**src/rtl/noc_local_pkt_buffer_if.sv**
```systemverilog
// AXI-stream style flit channel shared by the switch side and the accelerator side.
interface noc_local_pkt_buffer_if #(
  parameter int BW  = 32,
  parameter int BWB = BW / 8
);
  logic           TVALID;
  logic [BW-1:0]  TDATA;
  logic [BWB-1:0] TKEEP;
  logic           TLAST;
  logic           TREADY;

  modport master (output TVALID, TDATA, TKEEP, TLAST, input TREADY);
  modport slave  (input TVALID, TDATA, TKEEP, TLAST, output TREADY);
endinterface

```
**src/rtl/noc_local_pkt_buffer.sv**
```systemverilog
// Store-and-forward packet buffer between the tile switch local port and the
// accelerator stream input. Packets are written behind an uncommitted write
// pointer and only become visible to egress once their last flit has landed.
// Misaddressed packets and packets larger than the buffer are discarded.
module noc_local_pkt_buffer #(
  parameter int BW         = 32,
  parameter int BWB        = BW / 8,
  parameter int XY_SZ      = 3,
  parameter int DEPTH_LOG2 = 4
) (
  input  logic                   clk_line,
  input  logic                   clk_line_rst_high,
  input  logic [2*XY_SZ-1:0]     HsrcId,
  noc_local_pkt_buffer_if.slave  stream_in,
  noc_local_pkt_buffer_if.master stream_out,
  output logic [15:0]            drop_count,
  output logic                   oversize_err
);

  localparam int               DEPTH   = 1 << DEPTH_LOG2;
  localparam int               PW      = DEPTH_LOG2 + 1;
  localparam int               EW      = 1 + BWB + BW;
  localparam logic [PW-1:0]    DEPTH_P = PW'(DEPTH);
  localparam logic [PW-1:0]    PTR_ONE = PW'(1);

  typedef enum logic [1:0] {
    S_HDR     = 2'd0,
    S_BODY    = 2'd1,
    S_DISCARD = 2'd2
  } state_e;

  state_e          state_q, state_d;
  logic [PW-1:0]   wr_ptr_q, wr_ptr_d;
  logic [PW-1:0]   wr_commit_q, wr_commit_d;
  logic [PW-1:0]   rd_ptr_q, rd_ptr_d;
  logic [15:0]     drop_count_q, drop_count_d;
  logic            oversize_q, oversize_d;

  logic [EW-1:0]   mem [DEPTH];
  logic [EW-1:0]   rd_entry;

  logic [PW-1:0]   used;
  logic            full;
  logic            abort;
  logic            in_ready;
  logic            in_fire;
  logic            dst_match;
  logic            out_valid;
  logic            out_fire;
  logic            wr_en;

  // Saturating increment for the drop counter
  function automatic logic [15:0] sat_inc16(input logic [15:0] v);
    return (v == 16'hFFFF) ? v : v + 16'd1;
  endfunction

  // Occupancy, flow-control and handshake terms from the pre-edge pointers
  always_comb begin
    used      = wr_ptr_q - rd_ptr_q;
    full      = (used == DEPTH_P);
    // The in-flight packet alone fills the buffer: it can never complete.
    abort     = (state_q == S_BODY) && full && (wr_commit_q == rd_ptr_q);
    in_ready  = (state_q == S_DISCARD) || !full;
    in_fire   = stream_in.TVALID && in_ready;
    dst_match = (stream_in.TDATA[2*XY_SZ-1:0] == HsrcId);
    out_valid = (rd_ptr_q != wr_commit_q);
    out_fire  = out_valid && stream_out.TREADY;
  end

  // Write-side packet FSM and pointer/counter next-state
  always_comb begin
    state_d      = state_q;
    wr_ptr_d     = wr_ptr_q;
    wr_commit_d  = wr_commit_q;
    rd_ptr_d     = out_fire ? (rd_ptr_q + PTR_ONE) : rd_ptr_q;
    drop_count_d = drop_count_q;
    oversize_d   = oversize_q;
    wr_en        = 1'b0;

    case (state_q)
      S_HDR: begin
        if (in_fire) begin
          if (dst_match) begin
            wr_en    = 1'b1;
            wr_ptr_d = wr_ptr_q + PTR_ONE;
            if (stream_in.TLAST) begin
              wr_commit_d = wr_ptr_q + PTR_ONE;
            end else begin
              state_d = S_BODY;
            end
          end else begin
            if (stream_in.TLAST) begin
              drop_count_d = sat_inc16(drop_count_q);
            end else begin
              state_d = S_DISCARD;
            end
          end
        end
      end

      S_BODY: begin
        if (abort) begin
          // Roll back the partial packet and swallow the rest of it.
          wr_ptr_d   = wr_commit_q;
          oversize_d = 1'b1;
          state_d    = S_DISCARD;
        end else if (in_fire) begin
          wr_en    = 1'b1;
          wr_ptr_d = wr_ptr_q + PTR_ONE;
          if (stream_in.TLAST) begin
            wr_commit_d = wr_ptr_q + PTR_ONE;
            state_d     = S_HDR;
          end
        end
      end

      S_DISCARD: begin
        if (in_fire && stream_in.TLAST) begin
          drop_count_d = sat_inc16(drop_count_q);
          state_d      = S_HDR;
        end
      end

      default: begin
        state_d = S_HDR;
      end
    endcase
  end

  // Control state: FSM, pointers and status, cleared by reset
  always_ff @(posedge clk_line or posedge clk_line_rst_high) begin
    if (clk_line_rst_high) begin
      state_q      <= S_HDR;
      wr_ptr_q     <= '0;
      wr_commit_q  <= '0;
      rd_ptr_q     <= '0;
      drop_count_q <= '0;
      oversize_q   <= 1'b0;
    end else begin
      state_q      <= state_d;
      wr_ptr_q     <= wr_ptr_d;
      wr_commit_q  <= wr_commit_d;
      rd_ptr_q     <= rd_ptr_d;
      drop_count_q <= drop_count_d;
      oversize_q   <= oversize_d;
    end
  end

  // Flit storage; contents are don't-care after reset so no reset here
  always_ff @(posedge clk_line) begin
    if (wr_en) begin
      mem[wr_ptr_q[DEPTH_LOG2-1:0]] <= {stream_in.TLAST, stream_in.TKEEP, stream_in.TDATA};
    end
  end

  assign rd_entry = mem[rd_ptr_q[DEPTH_LOG2-1:0]];

  assign stream_in.TREADY  = in_ready;
  assign stream_out.TVALID = out_valid;
  assign stream_out.TDATA  = rd_entry[BW-1:0];
  assign stream_out.TKEEP  = rd_entry[BW+BWB-1:BW];
  assign stream_out.TLAST  = rd_entry[EW-1];

  assign drop_count   = drop_count_q;
  assign oversize_err = oversize_q;

  a_used_bound: assert property (@(posedge clk_line) disable iff (clk_line_rst_high)
                                 used <= DEPTH_P);

endmodule

```
**src/flat_wrapper.sv**
```systemverilog
// flat-port wrapper written by rule: the top's interface ports become plain ports
module noc_local_pkt_buffer_flat 
#(
  parameter int BW         = 32,
  parameter int BWB        = BW / 8,
  parameter int XY_SZ      = 3,
  parameter int DEPTH_LOG2 = 4
)
  (clk_line, clk_line_rst_high, HsrcId, drop_count, oversize_err, stream_in_TVALID, stream_in_TDATA, stream_in_TKEEP, stream_in_TLAST, stream_in_TREADY, stream_out_TVALID, stream_out_TDATA, stream_out_TKEEP, stream_out_TLAST, stream_out_TREADY);
  noc_local_pkt_buffer_if #(.BW(BW), .BWB(BWB)) stream_in_i ();
  noc_local_pkt_buffer_if #(.BW(BW), .BWB(BWB)) stream_out_i ();
  input  logic clk_line;
  input  logic clk_line_rst_high;
  input  logic [2*XY_SZ-1:0] HsrcId;
  output logic [15:0] drop_count;
  output logic oversize_err;
  input wire logic [$bits(stream_in_i.TVALID)-1:0] stream_in_TVALID;
  input wire logic [$bits(stream_in_i.TDATA)-1:0] stream_in_TDATA;
  input wire logic [$bits(stream_in_i.TKEEP)-1:0] stream_in_TKEEP;
  input wire logic [$bits(stream_in_i.TLAST)-1:0] stream_in_TLAST;
  output wire logic [$bits(stream_in_i.TREADY)-1:0] stream_in_TREADY;
  output wire logic [$bits(stream_out_i.TVALID)-1:0] stream_out_TVALID;
  output wire logic [$bits(stream_out_i.TDATA)-1:0] stream_out_TDATA;
  output wire logic [$bits(stream_out_i.TKEEP)-1:0] stream_out_TKEEP;
  output wire logic [$bits(stream_out_i.TLAST)-1:0] stream_out_TLAST;
  input wire logic [$bits(stream_out_i.TREADY)-1:0] stream_out_TREADY;
  assign stream_in_i.TVALID = stream_in_TVALID;
  assign stream_in_i.TDATA = stream_in_TDATA;
  assign stream_in_i.TKEEP = stream_in_TKEEP;
  assign stream_in_i.TLAST = stream_in_TLAST;
  assign stream_in_TREADY = stream_in_i.TREADY;
  assign stream_out_TVALID = stream_out_i.TVALID;
  assign stream_out_TDATA = stream_out_i.TDATA;
  assign stream_out_TKEEP = stream_out_i.TKEEP;
  assign stream_out_TLAST = stream_out_i.TLAST;
  assign stream_out_i.TREADY = stream_out_TREADY;
  noc_local_pkt_buffer #(.BW(BW), .BWB(BWB), .XY_SZ(XY_SZ), .DEPTH_LOG2(DEPTH_LOG2)) u_core (.clk_line(clk_line), .clk_line_rst_high(clk_line_rst_high), .HsrcId(HsrcId), .stream_in(stream_in_i), .stream_out(stream_out_i), .drop_count(drop_count), .oversize_err(oversize_err));
endmodule
```
**config.mk**
```make
export PLATFORM = sky130hd
export DESIGN_NAME = noc_local_pkt_buffer_flat
export DESIGN_NICKNAME = d
export VERILOG_FILES = /design/src/rtl/noc_local_pkt_buffer_if.sv /design/src/rtl/noc_local_pkt_buffer.sv /design/src/flat_wrapper.sv
export SDC_FILE = /design/constraint.sdc
export NUM_CORES = 1
export LEC_CHECK = 0
export BUFFER_PORTS_ARGS = -buffer_cell sky130_fd_sc_hd__buf_4
export CAP_MARGIN = 20
export CORE_ASPECT_RATIO = 1.75
export CORE_MARGIN = 4
export CORE_UTILIZATION = 55
export CTS_CLUSTER_DIAMETER = 60
export DETAILED_ROUTE_END_ITERATION = 10
export GPL_ROUTABILITY_DRIVEN = 0
export PLACE_DENSITY = 0.72
export SYNTH_ARGS = -nofsm -noshare
export SYNTH_HDL_FRONTEND = slang
export SYNTH_SLANG_ARGS = --single-unit
```
**constraint.sdc**
```tcl
create_clock -name clk_line -period 5.7 [get_ports clk_line]
set_input_delay 1.14 -clock clk_line [delete_from_list [all_inputs] [get_ports clk_line]]
set_output_delay 1.14 -clock clk_line [all_outputs]
set_load 0.1 [all_outputs]
```
; Yosys cells after proc, flatten, opt, wreduce, memory -nomap -nowiden
; Memory sizes are Yosys's and may differ from the RTL's.
; Cells that the tools add are included.
[totals]
regBits = 34
mem_bits_rw = 592
memories = 1
[mem_list]
columns = name, words, word_bits, rd, rd_ports_with_merged_regs, wr, line_no
row1 = u_core.mem, 16, 37, 1, 0, 1, noc_local_pkt_buffer.sv:39  ; logic [EW-1:0] mem [DEPTH];
[op_classes]
add_sub_neg = 4
eq_ne = 17
mux = 33
n_reduce_logical = 15
[op_table]
columns = operator, n
row1 = 16-bit 2-to-1 mux, 5
row2 = 5-bit 2-to-1 mux, 9
row3 = 16-bit case mux with 2 select lines, 1
row4 = 5-bit case mux with 2 select lines, 2
row5 = "16-bit by 1-bit adder with 16-bit output, second input constant", 1
row6 = "16-bit == test, second input constant", 1
row7 = 2-bit 2-to-1 mux, 8
row8 = 5-bit AND reduction, 3
row9 = "5-bit by 1-bit adder with 5-bit output, second input constant", 2
row10 = "2-bit != test, second input constant", 5
row11 = 6-bit == test, 1
row12 = 1-bit 2-to-1 mux, 6
row13 = "2-bit by 1-bit != test with 1-bit output, second input constant", 3
row14 = 2-bit case mux with 3 select lines, 1
row15 = 5-bit == test, 1
row16 = "5-bit == test, second input constant", 1
row17 = 1-bit logical AND, 5
row18 = 5-bit != test, 1
row19 = 5-bit subtractor, 1
row20 = 4-bit AND reduction, 1
row21 = 2-bit nonzero test, 2
row22 = "3-bit by 1-bit != test with 1-bit output, second input constant", 1
row23 = "3-bit by 2-bit != test with 1-bit output, second input constant", 1
row24 = "2-bit by 1-bit == test with 1-bit output, second input constant", 1
row25 = 6 further kinds, 6

; Logic depth before layout (Yosys ltp)
[logic_depth]
ltp_word = 10
ltp_mapped = 12

; Least setup slack after synthesis
; OpenSTA, ideal clock, no wires.
[synth_path]
path_type = register to register
start = register u_core.rd_ptr_q[3]
end = memory u_core.mem[0][0] (netlist bit) (enable)
arrival_ps = 5447
slack_ps = -224
path_stages_with_launch = 10
path_buffers = 2
period_less_slack_ps = 5924
cell_sequence = dfrtp_1 inv_1 clkbuf_1 clkbuf_1 ha_1 mux2i_1 o21ai_0 a2111oi_2 nand2_1 nor3_1
[synth_via]
elab_chain_cells = 10
elab_cells_between_ends = 14
[synth_rtl]
columns = item, line_no
row1 = start: declaration, noc_local_pkt_buffer.sv:35  ; logic [PW-1:0] rd_ptr_q, rd_ptr_d;
row2 = start signal: assignment, noc_local_pkt_buffer.sv:143  ; rd_ptr_q <= rd_ptr_d;
row3 = 5-bit subtractor, noc_local_pkt_buffer.sv:59  ; used = wr_ptr_q - rd_ptr_q;
row4 = 5-bit == test, noc_local_pkt_buffer.sv:60  ; full = (used == DEPTH_P);
row5 = 1-bit zero test, noc_local_pkt_buffer.sv:63  ; in_ready = (state_q == S_DISCARD) || !full;
row6 = 1-bit logical OR, noc_local_pkt_buffer.sv:63
row7 = 1-bit logical AND, noc_local_pkt_buffer.sv:64  ; in_fire = stream_in.TVALID && in_ready;
row8 = 1-bit 2-to-1 mux, noc_local_pkt_buffer.sv:107  ; end else if (in_fire) begin
row9 = 1-bit 2-to-1 mux, noc_local_pkt_buffer.sv:102  ; if (abort) begin
row10 = 1-bit case mux with 2 select lines (*), noc_local_pkt_buffer.sv:80  ; case (state_q)
row11 = 1-bit 2-to-1 mux (*), noc_local_pkt_buffer.sv:151  ; if (wr_en) begin
row12 = 1-bit 2-to-1 mux (implied by the code) (*), noc_local_pkt_buffer.sv:152  ; mem[wr_ptr_q[DEPTH_LOG2-1:0]] <= {stream_in.TLAST, stream_in.TKEEP, stream_in.TDATA};
row13 = end: declaration, noc_local_pkt_buffer.sv:39
; Mark *: on every way between the ends. The rest lies on a longest branch, timed or not.

; Worst setup path in the final report
[layout_path]
start = register u_core.wr_ptr_q[2]
end = memory u_core.mem[0][30] (netlist bit) (enable)
[layout_via]
elab_chain_cells = 10
elab_cells_between_ends = 13
[layout_rtl]
columns = item, line_no
row1 = start: declaration, noc_local_pkt_buffer.sv:33  ; logic [PW-1:0] wr_ptr_q, wr_ptr_d;
row2 = start signal: assignment, noc_local_pkt_buffer.sv:141  ; wr_ptr_q <= wr_ptr_d;
row3 = 5-bit subtractor, noc_local_pkt_buffer.sv:59
row4 = 5-bit == test, noc_local_pkt_buffer.sv:60
row5 = 1-bit zero test, noc_local_pkt_buffer.sv:63
row6 = 1-bit logical OR, noc_local_pkt_buffer.sv:63
row7 = 1-bit logical AND, noc_local_pkt_buffer.sv:64
row8 = 1-bit 2-to-1 mux, noc_local_pkt_buffer.sv:107
row9 = 1-bit 2-to-1 mux, noc_local_pkt_buffer.sv:102
row10 = 1-bit case mux with 2 select lines, noc_local_pkt_buffer.sv:80
row11 = 1-bit 2-to-1 mux, noc_local_pkt_buffer.sv:151
row12 = 1-bit 2-to-1 mux (implied by the code), noc_local_pkt_buffer.sv:152
; Several ways; a longest one is shown, not always the timed one.

==> summary.txt <==
Floorplan
  • Die Height: 286 um
  • Die area: 0.0477 sq mm
  • Core Area: 0.0435 sq mm
  • Chip width: 167 um
  • Starting density of the core: 55.8%
  • Standard-cell rows: 101
  • IO Count: 103

Drt
  • Routed length per instance: 27.9 um
  • Drt pass-1 iters: 5
  • Vias: 11,000
  • Final ANT Viol Nets: 0
  • Routed Wire Length: 49,900 um
  • Drt initial violations: 909
  • Via-per-instance ratio: 6.15
  • DRC: 0

STA
  • Pins over their slew limit: 0
  • Final Hold Vio Count: 0
  • RSZ-0062 raised after global routing: no
  • Final Cycle Share: 79.1%
  • Max Clock Freq: 0.222 GHz
  • Minimum clock period: 4510 ps
  • Slew margin rel.: 35.5%
  • Fin Clk Skew: 7.72 ps
  • Setup Viol. Count Final: 0
  • Fin Setup TNS: 0 ps
  • Slew @ Worst Pin: 964 ps

Worst setup path
  • Crit-path max cell delay: 850 ps
  • Reg2reg path depth: 8
  • CP Data Required Time: 5970 ps
  • Worst R2R Start: u_core.wr_ptr_q[2]
  • Worst-path maximum fanout: 23
  • Setup crit end kind: flip-flop
  • Reg-to-Reg End: u_core.mem[0][30]
  • CP arrival: 4780 ps
  • Reg2reg setup slack: 1190 ps
  • Setup crit start kind: flip-flop
  • Worst path slowest cell: a2111oi_2
  • Setup CP Type: flip-flop to flip-flop
  • Critical Path, Cell by Cell: ha_1, nor3b_4, mux2i_1, o21ai_0, a2111oi_2, nand2_1, nor3_4, buf_12

Synth
  • Register bit total from synthesis: 626
  • Post-Synthesis Cells: 1,047
  • Post-Syn Area: 0.0243 sq mm
  • Synth cell types: 40
  • Synth warn: 0
  • Post-synthesis sequential area ratio: 76.7%
  • Syn_nets: 1,104
  • Mapped Avg Cell Area: 23.2 sq um

Clock tree
  • Total CTS buffers: 54
  • Longest Clk Path Bufs: 3
  • CTS tree: yes
  • Clock slew at reported path FFs: 70 ps
  • Skew-Pair Late Insertion Delay: 580 ps
  • PostCTS Resize Cnt: 0
  • # clock sinks: 626
  • # H-tree levels: 2
  • Cts hold-fix bufs: 0
  • CTS root buffer: clkbuf_16
  • Post-CTS setup buffers: 0

Cells and area
  • Post-layout util: 64.0%
  • Nets: 1,239
  • Inserted Diodes: 0
  • Layout cell share with drive strength beyond 1: 34.8%
  • Filler instances: 2,866
  • Syn-to-layout area delta: 14.6%

Power and ir drop
  • Max rail drop VDD: 627 uV
  • Pwr dens: 506 mW/mm^2
  • Total Power: 0.0141 W
  • Leak: 9.06 nW

Placed design
  • IO buf count: 102
  • Post-DP HPWL: 28,700 um

Min path
  • Hold_sp: u_core.oversize_err
  • Worst hold stages: 1
  • Hold Path Sink: u_core.oversize_err
  • Hold/Removal Path Class: flip-flop to flip-flop

Global route
  • Total global routing overflow: 0
  • All-Layer GR Usage: 21.3%
  • Vias in the first global route: 11,800
  • Initial antenna violation count: 0
  • Largest net degree at the start of global routing: 152
  • First-pass GRT wire length: 75,800 um

Status
  • Result of the run: finished clean

Job
  • Max-cap violations: 0
placed cells by master (no fill, tap or decap), types with 5 or more instances in the layout:
cell type    n
and3_1       6
buf_12      13
buf_4      116
bufinv_16    6
clkbuf_1    11
clkbuf_16   55
clkinv_1     8
clkinv_2     9
dfrtp_1     31
edfxtp_1   592
ha_1        10
inv_1       11
mux2_2       6
mux2i_1      5
mux4_2     185
nand2_1     19
nand3_1     12
nor2_1      12
nor2_4      11
nor4_1       8
xnor2_1     13
xor2_1      22
report_power, final:
part           switching (W)  internal [W]
clock                0.00158       0.00205
sequential          0.000106       0.00508
combinational        0.00345       0.00180
synth_stat cells, drive strengths merged:
cell type | instances | share of area [%]
nor3 | 7 | 0.14
nand4 | 4 | 0.10
mux4 | 185 | 17
xor2 | 22 | 0.79
a21o | 4 | 0.12
a2111o | 1 | 0.046
nor4 | 8 | 0.21
nor3b | 3 | 0.14
buf | 13 | 0.23
clkbuf | 37 | 0.57
nand2b | 4 | 0.10
and2 | 1 | 0.026
nor4b | 1 | 0.036
a221o | 4 | 0.16
a2bb2oi | 1 | 0.036
nor2b | 2 | 0.062
ha | 10 | 0.52
a21oi | 1 | 0.021
a2111oi | 1 | 0.062
nand2 | 19 | 0.29
mux2i | 5 | 0.21
and4 | 2 | 0.072
o21ai | 4 | 0.082
mux2 | 9 | 0.45
dfrtp | 34 | 3.5
inv | 12 | 0.19
or4b | 1 | 0.041
a31oi | 3 | 0.077
nor2 | 23 | 0.36
and3 | 6 | 0.15
edfxtp | 592 | 73
or4 | 1 | 0.031
o31ai | 2 | 0.062
nand3 | 12 | 0.25
xnor2 | 13 | 0.47
how the worst max path moves through the flow:
stage / startpoint / end / cells after the start
6_report: u_core.wr_ptr_q[2] / u_core.mem[0][30] / 8
5_1_grt: u_core.rd_ptr_q[0] / u_core.mem[0][34] / 8
4_1_cts: u_core.wr_ptr_q[2] / u_core.mem[0][30] / 8
3_5_place_dp: stream_in_TDATA[3] / u_core.mem[0][30] / 8
3_3_place_gp: stream_in_TDATA[3] / u_core.mem[0][30] / 8
2_1_floorplan: u_core.rd_ptr_q[3] / u_core.mem[4][0] / 9
registers in the layout (all words and copies together) (netlist names):
signal	cells
u_core.mem	592
u_core.drop_count	16
u_core.rd_ptr_q	5
u_core.wr_commit_q	5
u_core.wr_ptr_q	5
u_core.state_q	2
u_core.oversize_err	1
area by class of cell:
cell class / count / area, sq um / share of cell area [%]
Inverter: 12 / 45.0 / 0.162
Sequential cell: 626 / 18600 / 67.0
Multi-Input combinational cell: 359 / 5540 / 19.9
Tap cell: 566 / 708 / 2.55
Clock inverter: 33 / 338 / 1.21
Timing Repair Buffer: 129 / 1130 / 4.07
Clock buffer: 66 / 1420 / 5.10
metrics by stage:
stage	instances	worst slack, ps	instance area (sq um)	hold WS (ps)
floorplan	1047	762	24300	503
detailed placement	1692	1020	26100	469
finish	1791	1190	27800	477
CTS	1791	1160	27800	486
global route	1791	1000	27800	512
global placement	1692	1110	26100	459
critical path: cells and delay by family, from the launching register on:
kind | cells | cell delay (ps)
muxes | 1 | 230
DFF | 1 | 650
buffers and inverters | 1 | 290
adders and majority gates | 1 | 370
and+or+nand+nor | 3 | 1540
AOI/OAI and AO/OA | 2 | 1090
per-layer routing:
layer | routed length, um | track usage [%] | part of all wire, %
met1 | 18300 | 27.0 | 37
met3 | 2600 | 2.94 | 5.2
met4 | 1110 | 5.61 | 2.2
met5 | 0 | 0 | 0
met2 | 28000 | 38.8 | 56
logic make-up (layout without fill, tap and decap cells):
family | Yosys count | after routing | synth area share, %
DFF | 626 | 626 | 76.7
and+or+nand+nor | 94 | 94 | 2.02
xor gates and xnor gates | 35 | 35 | 1.26
AOI/OAI and AO/OA | 21 | 21 | 0.675
muxes | 199 | 199 | 17.8
adders and majority gates | 10 | 10 | 0.515
buffers and inverters | 62 | 240 | 0.989
Power figures use the tool's default switching activity.
